<file path="config.mk">
export PLATFORM = sky130hd
export DESIGN_NAME = rotating_square_mux
export DESIGN_NICKNAME = d
export VERILOG_FILES = /design/src/rtl/rotating_square_mux.sv
export SDC_FILE = /design/constraint.sdc
export NUM_CORES = 1
export LEC_CHECK = 0
export CORE_MARGIN = 3
export CORE_UTILIZATION = 44
export CTS_BUF_LIST = sky130_fd_sc_hd__clkbuf_4 sky130_fd_sc_hd__clkbuf_8
export DETAILED_ROUTE_END_ITERATION = 10
export HOLD_SLACK_MARGIN = 0.1
export PLACE_DENSITY = 0.7
export SLEW_MARGIN = 20
export SYNTH_ARGS = -nofsm -noshare
export SYNTH_HDL_FRONTEND = slang
export SYNTH_SLANG_ARGS = --single-unit
</file>
<file path="constraint.sdc">
create_clock -name clk -period 4.4 [get_ports clk]
set_input_delay 0.44 -clock clk [delete_from_list [all_inputs] [get_ports clk]]
set_output_delay 0.44 -clock clk [all_outputs]
set_load 0.05 [all_outputs]
</file>
<file path="src/rtl/rotating_square_mux.sv">
// ============================================================================
// rotating_square_mux : rotating-square driver for an N-digit muxed 7-seg display
// Rev 1.0
// ============================================================================
`default_nettype none

module rotating_square_mux #(
  parameter int N_DIGITS    = 4,
  parameter int REFRESH_CNT = 50000,
  parameter int STEP_CNT    = 12500000
) (
  input  logic                            clk,
  input  logic                            reset,
  input  logic                            en,
  input  logic                            cw,
  output logic [N_DIGITS-1:0]             an,
  output logic [6:0]                      sseg,
  output logic [$clog2(2*N_DIGITS)-1:0]   pos
);

  localparam int POS_W  = $clog2(2*N_DIGITS);
  localparam int SCAN_W = $clog2(N_DIGITS);
  localparam int REF_W  = $clog2(REFRESH_CNT);
  localparam int STEP_W = $clog2(STEP_CNT);

  localparam logic [POS_W-1:0]    POS_LAST  = POS_W'(2*N_DIGITS-1);
  localparam logic [POS_W-1:0]    POS_NDIG  = POS_W'(N_DIGITS);
  localparam logic [POS_W-1:0]    POS_TOPD  = POS_W'(N_DIGITS-1);
  localparam logic [SCAN_W-1:0]   SCAN_LAST = SCAN_W'(N_DIGITS-1);
  localparam logic [REF_W-1:0]    REF_LAST  = REF_W'(REFRESH_CNT-1);
  localparam logic [STEP_W-1:0]   STEP_LAST = STEP_W'(STEP_CNT-1);
  localparam logic [N_DIGITS-1:0] ONE_HOT   = N_DIGITS'(1);

  localparam logic [6:0] SEG_UPPER = 7'b0011100;
  localparam logic [6:0] SEG_LOWER = 7'b0100011;
  localparam logic [6:0] SEG_BLANK = 7'h7F;

  logic en_meta, en_s, cw_meta, cw_s;

  logic [STEP_W-1:0] step_cnt;
  logic [REF_W-1:0]  ref_cnt;
  logic [SCAN_W-1:0] scan;

  logic [POS_W-1:0]    pos_cw, pos_ccw, sq_digit;
  logic                upper;
  logic [N_DIGITS-1:0] an_next;
  logic [6:0]          sseg_next;

  always_ff @(posedge clk or posedge reset) begin
    if (reset) begin
      en_meta <= 1'b0;
      en_s    <= 1'b0;
      cw_meta <= 1'b0;
      cw_s    <= 1'b0;
    end else begin
      en_meta <= en;
      en_s    <= en_meta;
      cw_meta <= cw;
      cw_s    <= cw_meta;
    end
  end

  // Step counter only advances while enabled, so a pause resumes mid-interval.
  always_ff @(posedge clk or posedge reset) begin
    if (reset) begin
      step_cnt <= '0;
      pos      <= '0;
    end else if (en_s) begin
      if (step_cnt == STEP_LAST) begin
        step_cnt <= '0;
        pos      <= cw_s ? pos_cw : pos_ccw;
      end else begin
        step_cnt <= step_cnt + STEP_W'(1);
      end
    end
  end

  always_ff @(posedge clk or posedge reset) begin
    if (reset) begin
      ref_cnt <= '0;
      scan    <= '0;
    end else if (ref_cnt == REF_LAST) begin
      ref_cnt <= '0;
      scan    <= (scan == SCAN_LAST) ? '0 : scan + SCAN_W'(1);
    end else begin
      ref_cnt <= ref_cnt + REF_W'(1);
    end
  end

  always_comb begin
    pos_cw  = (pos == POS_LAST) ? '0 : pos + POS_W'(1);
    pos_ccw = (pos == '0) ? POS_LAST : pos - POS_W'(1);
    upper   = (pos < POS_NDIG);
    // Upper squares run left to right, lower squares right to left.
    sq_digit = upper ? (POS_TOPD - pos) : (pos - POS_NDIG);
    an_next  = ~(ONE_HOT << scan);
    sseg_next = SEG_BLANK;
    if (sq_digit == {{(POS_W-SCAN_W){1'b0}}, scan}) begin
      sseg_next = upper ? SEG_UPPER : SEG_LOWER;
    end
  end

  always_ff @(posedge clk or posedge reset) begin
    if (reset) begin
      an   <= '1;
      sseg <= SEG_BLANK;
    end else begin
      an   <= an_next;
      sseg <= sseg_next;
    end
  end

endmodule

`default_nettype wire

</file>
# After elaboration in Yosys (flattened, before gate mapping)
# Cells that the tools add are included.
[totals]
reg_bits = 60
latch_bits = 0
mem_bits_rw = 0
mem_bits_ro = 0
in_bits = 4
word_cells = 36
mem_count = 0
[op_classes]
addsub = 7
multipliers = 0
div = 0
magnitude_cmp = 1
n_eq_ne = 5
shifts = 1
mux = 9
bitwise_logic = 1
n_reduce_logical = 2
[ops]
columns = ["cell", "n"]
rows = [
  ["adder 24 x 1 -> 24 bit (second input constant)", 1],
  ["== test 24 bit (second input constant)", 1],
  ["2-to-1 mux 24 bit", 1],
  ["adder 16 x 1 -> 16 bit (second input constant)", 1],
  ["== test 16 bit (second input constant)", 1],
  ["2-to-1 mux 16 bit", 1],
  ["2-to-1 mux 3 bit", 4],
  ["2-to-1 mux 7 bit", 1],
  ["2-to-1 mux 6 bit", 1],
  ["inverter 4 bit", 1],
  ["left shift 1 x 2 -> 4 bit (first input constant)", 1],
  ["adder 3 x 1 -> 3 bit (second input constant)", 1],
  ["== test 3 x 2 -> 1 bit", 1],
  ["== test 3 bit (second input constant)", 1],
  ["logical NOT 3 bit", 1],
  ["less-than comparator 3 bit (second input constant)", 1],
  ["subtractor 2 x 3 -> 3 bit (first input constant)", 1],
  ["subtractor 3 x 1 -> 3 bit (second input constant)", 1],
  ["subtractor 3 bit (second input constant)", 1],
  ["adder 2 x 1 -> 2 bit (second input constant)", 1],
  ["== test 2 bit (second input constant)", 1],
  ["2-to-1 mux 2 bit", 1],
  ["AND reduction 2 bit", 1],
]

# Logic depth before layout (Yosys ltp)
# Gate-level depths: netlist of the first run.
[logic_depth]
depth_word = 4
mapped_depth = 6
ltp_nobuf = 6

# Worst setup path after synthesis of the first run
# OpenSTA, ideal clock, no wires.
[synth_timing]
kind = "flip-flop to flip-flop"
startpoint = "register ref_cnt[7]"
endpoint = "register scan[1]"
t_arrival_ns = 1.620
required_time_ns = 4.275
setup_slack_ns = 2.655
stages_incl_launch_ff = 4
n_path_buf = 0
cell_sequence = "dfrtp_1 > or3_1 > nor4_4 > mux2_2"
[synth_between]
elab_chain_cells = 1
[synth_rtl]
columns = ["element", "line_no", "source"]
rows = [
  ["from (decl)", "41", "logic [REF_W-1:0] ref_cnt;"],
  ["from (signal assigned)", "86", "ref_cnt <= ref_cnt + REF_W'(1);"],
  ["== test 16 bit", "82", "end else if (ref_cnt == REF_LAST) begin"],
  ["to (signal assigned)", "84", "scan <= (scan == SCAN_LAST) ? '0 : scan + SCAN_W'(1);"],
  ["to (decl)", "42", "logic [SCAN_W-1:0] scan;"],
]
# Every way passes these cells.
# A chain may end at the register's enable or synchronous reset.

# Worst setup path after layout of the first run
[layout_timing]
startpoint = "register step_cnt[0]"
endpoint = "register pos[2]"
[layout_between]
elab_chain_cells = 2
[layout_rtl]
columns = ["element", "line_no", "source"]
rows = [
  ["from (decl)", "40", "logic [STEP_W-1:0] step_cnt;"],
  ["from (signal assigned)", "73", "step_cnt <= step_cnt + STEP_W'(1);"],
  ["== test 24 bit", "69", "if (step_cnt == STEP_LAST) begin"],
  ["AND reduction 2 bit (no line)", "--", ""],
  ["to (signal assigned)", "71", "pos <= cw_s ? pos_cw : pos_ccw;"],
  ["to (decl)", "18", "output logic [$clog2(2*N_DIGITS)-1:0] pos"],
]
# Every way passes these cells.

==> results of run 1 <==
## stage by stage
| step | hold WS [ns] | area [sq um] |
|---|---|---|
| final | 0.357 | 3060 |
| after global routing | 0.369 | 3060 |
| after CTS | 0.360 | 3060 |
| after detailed placement | 0.337 | 2930 |
| after global placement | 0.333 | 2930 |
| after floorplan | 0.331 | 2710 |
## power by group through the flow
| stage | Combinational [mW] | Sequential (mW) | Clock [mW] |
|---|---|---|---|
| 6_report | 0.0857 | 0.592 | 0.393 |
| 5_1_grt | 0.101 | 0.597 | 0.425 |
| 4_1_cts | 0.0872 | 0.591 | 0.405 |
| 3_5_place_dp | 0.0860 | 0.600 | 0 |
| 3_3_place_gp | 0.0827 | 0.597 | 0 |
| 2_1_floorplan | 0.0809 | 0.581 | 0 |
## cells in the final DEF, fill, tap and decap left out, types with 2 or more instances in the layout
cell and n:
and3_1 5, bufinv_16 2, nand3_1 19, and4_1 6, dfrtp_1 49, mux2_2 2
nand3_2 2, dfstp_2 7, nor3_1 6, xnor2_1 19, nor2_1 22, ha_1 10
nand2_1 11, or4_1 2, or3_1 5, clkdlybuf4s50_1 17, xor2_1 10, mux2i_1 7
a21oi_1 7, nand4_1 11, nor4_1 3, o21ai_0 8, nor4b_1 2, clkbuf_8 5
and2_1 3, inv_1 13
## cell usage after synthesis (all sizes together), types with 2 or more instances
library cell   n
and3           5
and4           6
nor2          22
nor4b          2
a21oi          7
nand3         21
xor2          10
or3            7
mux2i          7
xnor2         19
dfstp          7
and2           5
nand2         11
or4            2
buf            8
dfrtp         49
nand4         11
ha            10
o21ai          8
mux2           2
inv           14
nor4           5
nor3           6
## cells by family (layout without fill, tap and decap cells)
logic type,Yosys count,in the layout,synth area share
AO/OA/AOI/OAI,21,21,0.0452
XOR/XNOR,29,29,0.0936
AND/OR/NAND/NOR,105,105,0.222
buffers and inverters,23,40,0.0392
flip-flops,56,56,0.520
adder cells (fa/ha/maj),10,10,0.0461
multiplexers,9,9,0.0341
## metal layers
layer | GRT usage | wire length [um] | vias up
met3 | 0.0363 | 203 | 5
met1 | 0.196 | 2260 | 902
met4 | 0.0345 | 40 | 0
met5 | 0 | 0 | -
li1 | - | - | 915
met2 | 0.234 | 2180 | 36
## critical path, cell delays in order, from the launching register on
cell       delay (ns)
dfrtp_1          0.40
ha_1             0.20
and4_1           0.31
nand4_1          0.29
nor2_1           0.75
a2bb2oi_1        0.16
## worst min-delay path by stage
stage,start,endpoint,slack (ns),cells past startpoint
floorplan,cw_meta,cw_s,0.33,0
global placement,en_meta,en_s,0.33,0
detailed placement,en_meta,en_s,0.34,0
CTS,en_meta,en_s,0.36,0
global route,en_meta,en_s,0.37,0
finish,en_meta,en_s,0.36,0
## registers in the layout (all words and copies together), names as in the netlist, 2 cells and up
| register | cells |
|---|---|
| ref_cnt | 16 |
| scan | 2 |
| step_cnt | 24 |
| pos | 3 |
| an | 4 |
| sseg | 3 |
## area by class of cell
class                           count  area, sq um
Clock buffer                        6         76.3
Inverter                           14         52.6
Timing Repair Buffer               18          178
Clock inverter                      2         60.1
Multi-Input combinational cell    174         1200
Sequential cell                    56         1410
Tap cell                           72         90.1
Fill cell                         527         2680
==> impl_results.md, run 1 <==
* Antenna-violating nets left at 0
* Fmax at 0.439 GHz
* Final hold vios at 0
* Reg-to-Reg End: pos[2]
* Slew headroom at 0.423
* Post-synth EDFFs at 0
* HPWL after DPL at 3420 um
* CTS Buffer Depth at 2
* #FFs+latches synth at 56
* PortBufs at 17
* Layout cells sized above 1 at 0.100
* CTS Root Cell: clkbuf_8
* Clk sinks at 56
* Total gr overflow at 0
* Crit path from: step_cnt[0]
* Setup_tns at 0 ns
* Fin crit share at 0.518
* Worst-Skew Late Latency at 0.30 ns
* Netlist Area Pre-Place at 0.00271 sq mm
* Detailed-route DRC error count at 0
* Final non-filler cell total at 342
* CTS tree: done
* Reg2Reg Depth at 5
* Hold_buf cts at 0
* Core area at 0.00574 sq mm
* Chip Height at 84.5 um
* Site row count at 27
* PostCTS Resize Cnt at 0
* Worst hold path type: flop to flop
* Slew @ Worst Pin at 0.863 ns
* Critical Path Fanout Max at 13
* DR iter-0 viols at 72
* Net switching power at 0.250 mW
* Syn Nets at 267
* Initial antenna violation count at 0
* Ranking of synthesized cells by area: dfrtp_1 (45%), dfstp_2 (6.8%), xnor2_1 (6.1%)
* WL/cell at 13.7 um
* TritonRoute pass-1 iters at 4
* Placed Cells incl. Taps at 334
* TritonCTS Buffers at 5
* Critical path type: flop to flop
* Async set or reset register ratio after synthesis at 1.00
* Final core area utilization at 0.533
* Post-Route WL at 4680 um
* I/O pin count at 18
* CTS H-Tree Depth at 2
* Final WS setup at 2.12 ns
* Cell-internal power at 0.821 mW
* Area Overhead vs Synth at 12.9%
* Syn Area/Cell at 10.7 sq um
* Synth Warn # at 0
* Final Max Slew Viols at 0
* Cells after Synth at 253
* Clk pwr share at 0.367
* DR vias/cell at 5.43
* Maximum VDD drop at 0.000128 V
* Gr usage total at 0.145
* Flop pwr share at 0.553
* Crit path to: pos[2]
* Vias in the first global route at 1,865
* Min Tclk post-route at 2.28 ns
* Post-CTS setup repair buffer count at 0
* P_leak at 1.30 nW
* RSZ-0062 raised after global routing: no
* First-pass GRT wire length at 8470 um
* Critical Path AT at 2.42 ns
* PwrDens at 350 mW/mm^2
* Sw frac at 0.234
* Sequential area share after synthesis at 0.520
* Final Skew at 0.00473 ns
* Die area at 0.00714 sq mm
* R2R setup slack at 2.12 ns
* Die W at 84.5 um
* PnR Total Power at 1.07 mW
* Launch point of the worst reg-to-reg path: step_cnt[0]
* CTS clk-pin slew, worst paths at 0.09 ns
* Initial Util at 0.472
* Combinational power share at 0.080
* Post-synth top area share at 0.452
* Leading area contributor after synthesis: dfrtp_1
* Most used DFF post-synth: dfrtp_1
* CP startpoint kind: flop
* Maxcap violations at 0
* GPL Wtd Cong at 0.828
* Outcome: completed
* Worst Path Required at 4.55 ns
* Final setup vio count at 0
* Number of diodes at 0
* Layout Nets at 283
* Total number of vias at 1,858
* Yosys cell types at 40
* Endpoint class of the critical path: flop
* Worst slack at placement at 2.12 ns
* Largest net degree at the start of global routing at 33
Power figures use the tool's default switching activity.
==> run 2: changes to the inputs <==
- clock period: 4.4 -> 2.33 ns (I/O delays scaled with it)
==> impl_results.md, run 2 (synthesis gave the netlist of run 1 again) <==
* Outcome: completed
* P_leak at 1.31 nW
* TritonRoute pass-1 iters at 4
* Worst-Skew Late Latency at 0.31 ns
* I/O pin count at 18
* Gr usage total at 0.142
* Post-Route WL at 4550 um
* Final setup vio count at 0
* First-pass GRT wire length at 8230 um
* Hold_buf cts at 0
* Reg with most FFs: step_cnt
* CTS Root Cell: clkbuf_8
* PortBufs at 17
* WL/cell at 13.2 um
* Setup_tns at 0 ns
* CTS clk-pin slew, worst paths at 0.10 ns
* Critical Path AT at 1.66 ns
* Final WS setup at 0.440 ns
* Clk sinks at 56
* Fmax at 0.529 GHz
* Critical path type: flop to output pin
* Largest net degree at the start of global routing at 57
* Slowest stage cell, crit path: clkdlybuf4s50_1
* Final core area utilization at 0.536
* Detailed-route DRC error count at 0
* PnR Total Power at 1.95 mW
* CP startpoint kind: flop
* Vias in the first global route at 1,771
* Initial Util at 0.472
* Total number of vias at 1,848
* Area Overhead vs Synth at 13.4%
* Die W at 84.5 um
* Maxcap violations at 0
* Worst hold path type: input pin to async pin
* DR iter-0 viols at 84
* Crit path cell chain: clkdlybuf4s50_1
* Final Max Slew Viols at 0
* Layout Nets at 285
* Total gr overflow at 0
* CP max stage delay at 0.80 ns
* Number of diodes at 0
* PostCTS Resize Cnt at 0
* Max FFs per register at 24
* Site row count at 27
* Die area at 0.00714 sq mm
* Commonest cells after routing, fill and taps aside: dfrtp_1 (49), nor2_1 (22), nand3_1 (19), xnor2_1 (19), clkdlybuf4s50_1 (17)
* Chip Height at 84.5 um
* PwrDens at 633 mW/mm^2
* CTS tree: done
* CTS Buffer Depth at 2
* Slew headroom at 0.554
* Worst Path Required at 2.10 ns
* Initial antenna violation count at 0
* Post-CTS setup repair buffer count at 0
* DR vias/cell at 5.37
* Endpoint class of the critical path: output pin
* GPL Wtd Cong at 0.848
* Final Skew at 0.00345 ns
* Worst slack at placement at 0.508 ns
* Layout cells sized above 1 at 0.107
* Core area at 0.00574 sq mm
* Fillers at 526
* Maximum VDD drop at 0.000257 V
* Slew @ Worst Pin at 0.664 ns
* Final hold vios at 0
* Antenna-violating nets left at 0
* Crit-path leading delay family: buffers and inverters
* CTS H-Tree Depth at 2
* Leading registers by flop count: step_cnt: 24 flops, ref_cnt: 16 flops, an: 4 flops
* Fin crit share at 0.811
* Min Tclk post-route at 1.89 ns
* HPWL after DPL at 3150 um
* Most common cell after layout, fill and taps aside: dfrtp_1
* Critical Path Fanout Max at 3
* RSZ-0062 raised after global routing: no
* CP bufs+invs at 1
* TritonCTS Buffers at 5
[run 2: cell count changes in the layout (fill, tap and decap cells not counted), sizes merged]
| cell | delta |
|---|---|
| buf | +2 |
| bufinv | -1 |
| clkinv | +1 |
[run 2: metrics by stage]
step                      instance area, sq um  hold WS (ns)  cells
after floorplan                           2710         0.264    253
after global placement                    2950         0.332    336
after detailed placement                  2950         0.337    336
after CTS                                 3080         0.276    344
after global routing                      3080         0.299    344
final                                     3080         0.271    344
[run 2: final cells by class]
class                      count  area, sq um  share of cell area
inverter                      14         52.6              0.0171
clock inverter                 2         38.8              0.0126
timing repair buffer          20          205              0.0667
clock buffer                   6         82.6              0.0269
tap                           72         90.1              0.0293
sequential                    56         1410               0.459
multi-input combinational    174         1200               0.389
[run 2: metal layers]
layer / wire, um / global-route usage / part of all wire / up-vias
met1: 2280 / 0.203 / 0.50 / 886
met4: 74 / 0.0518 / 0.016 / 0
li1: - / - / - / 915
met3: 231 / 0.0363 / 0.051 / 8
met5: 0 / 0 / 0 / -
met2: 1960 / 0.209 / 0.43 / 39
[run 2: final timing paths]
path	start	to	slack, ns	cells after the start
worst max-delay path	sseg[4]	sseg[3]	0.44	1
worst min-delay path	reset	ref_cnt[12]	0.27	3
worst max register to register	step_cnt[3]	step_cnt[11]	0.47	5
worst min register to register	cw_meta	cw_s	0.36	0
max in group asynchronous	reset	sseg[6]	1.77	3
min in group clk	en	en_meta	0.35	1
[run 2: power breakdown]
part | switching [mW] | internal (mW)
Sequential | 0.0874 | 1.03
Combinational | 0.0775 | 0.0790
Clock | 0.318 | 0.352
Total | 0.483 | 1.46
==> run 3: changes to the inputs <==
- PLACE_DENSITY: 0.7 -> 0.73
- clock period: 2.33 -> 1.5 ns (I/O delays scaled with it)
==> impl_results.md, run 3 (synthesis gave the netlist of run 1 again) <==
* Most common cell after layout, fill and taps aside: buf_4
* Die W at 84.5 um
* Initial antenna violation count at 0
* PortBufs at 17
* Number of diodes at 0
* Post-Route WL at 5790 um
* CTS H-Tree Depth at 2
* DR iter-0 viols at 118
* TritonRoute pass-1 iters at 4
* CP startpoint kind: flop
* Fmax at 0.612 GHz
* Worst hold path type: input pin to async pin
* RSZ-0062 raised after global routing: yes
* Final hold vios at 0
* Clk sinks at 56
* Total gr overflow at 0
* First-pass GRT wire length at 9720 um
* PwrDens at 800 mW/mm^2
* Final WS setup at -0.134 ns
* GPL Wtd Cong at 0.818
* Final Max Slew Viols at 0
* Area Overhead vs Synth at 40.9%
* HPWL after DPL at 4000 um
* Design Area, Final at 0.00382 sq mm
* Fillers at 418
* Core area at 0.00574 sq mm
* CTS Root Cell: clkbuf_8
* Slew @ Worst Pin at 0.288 ns
* Leading registers by flop count: step_cnt: 24 flops, ref_cnt: 16 flops, an: 4 flops
* Layout Nets at 348
* Reg with most FFs: step_cnt
* Hold_ws at 0.247 ns
* Initial Util at 0.472
* Total number of vias at 2,134
* Site row count at 27
* CTS tree: done
* Critical Path Fanout Max at 4
* Critical path type: flop to flop
* I/O pin count at 18
* Worst-Skew Late Latency at 0.31 ns
* CTS clk-pin slew, worst paths at 0.10 ns
* Register area at 0.00142 sq mm
* Failing checks: negative setup slack
* Die area at 0.00714 sq mm
* Endpoint class of the critical path: flop
* DP Area at 0.00351 sq mm
* Multi-input combinational cell area at 0.00136 sq mm
* Antenna-violating nets left at 0
* Critical Path AT at 1.88 ns
* P_leak at 1.69 nW
* Detailed-route DRC error count at 0
* Commonest cells after routing, fill and taps aside: buf_4 (63), dfrtp_1 (45), nor2_1 (20)
* CTS Buffer Depth at 2
* DR vias/cell at 5.24
* Layout cells sized above 1 at 0.421
* Max FFs per register at 24
* Slew headroom at 0.807
* Min Tclk post-route at 1.63 ns
* Chip Height at 84.5 um
* Final setup vio count at 17
* Worst slack at placement at -0.157 ns
* Vias in the first global route at 2,153
* Outcome: complete, but fails checks
* Hold_buf cts at 0
* Maximum VDD drop at 0.000688 V
* Final Skew at 0.0122 ns
* Gr usage total at 0.166
* WL/cell at 14.2 um
* Largest net degree at the start of global routing at 57
* Maxcap violations at 0
* TritonCTS Buffers at 5
* Worst Path Required at 1.75 ns
* Fin crit share at 1.09
==> run 3: metrics by stage <==
stage                      util  power, mW  cells  setup TNS, ns
final                     0.665       3.06    407         -0.826
after global routing      0.665       3.21    407          -3.81
after CTS                 0.643       3.05    401         -0.541
after detailed placement  0.611       2.19    390         -0.449
after global placement    0.611       2.17    390         -0.224
after floorplan               -       1.96    253         -0.741
==> run 3: report_power, final <==
part	switching (mW)	internal (mW)
logic	0.227	0.299
registers	0.0969	1.61
clock network	0.496	0.332
==> run 3: cell type report <==
class,count,share of cell area
sequential,56,0.370
multi-input combinational,174,0.356
tap,72,0.0236
timing repair buffer,83,0.212
inverter,14,0.0147
clock buffer,5,0.0180
clock inverter,3,0.00557
==> run 3: timing repair <==
action / 4_1_cts / 5_1_grt
setup buffers: 3 / 6
gates resized for setup: 15 / 20
pin swaps: 11 / 11
endpoints found under the setup margin: 24 / 35
hold endpoints to repair: 0 / 0
==> run 3: critical path, cell delays in order (launching register included) <==
cell and delay, ns:
dfrtp_1 0.40, nand4_1 0.17, or4_4 0.56, or3_1 0.32, a21oi_1 0.13
==> run 3: metal layers <==
| layer | part of all wire | up-vias | track usage |
|---|---|---|---|
| li1 | - | 1040 | - |
| met4 | 0.018 | 0 | 0.0518 |
| met5 | 0 | - | 0 |
| met1 | 0.43 | 1046 | 0.208 |
| met2 | 0.52 | 39 | 0.288 |
| met3 | 0.038 | 9 | 0.0334 |
==> run 3: worst paths after layout <==
check / endpoint / from / cells after the start / slack, ns
min: step_cnt[3] / reset / 3 / 0.25
max: step_cnt[17] / step_cnt[11] / 4 / -0.13
max in group asynchronous: an[2] / reset / 3 / 0.96
max reg2reg: step_cnt[17] / step_cnt[11] / 4 / -0.13
min reg2reg: en_s / en_meta / 0 / 0.35
min in group clk: cw_meta / cw / 1 / 0.27
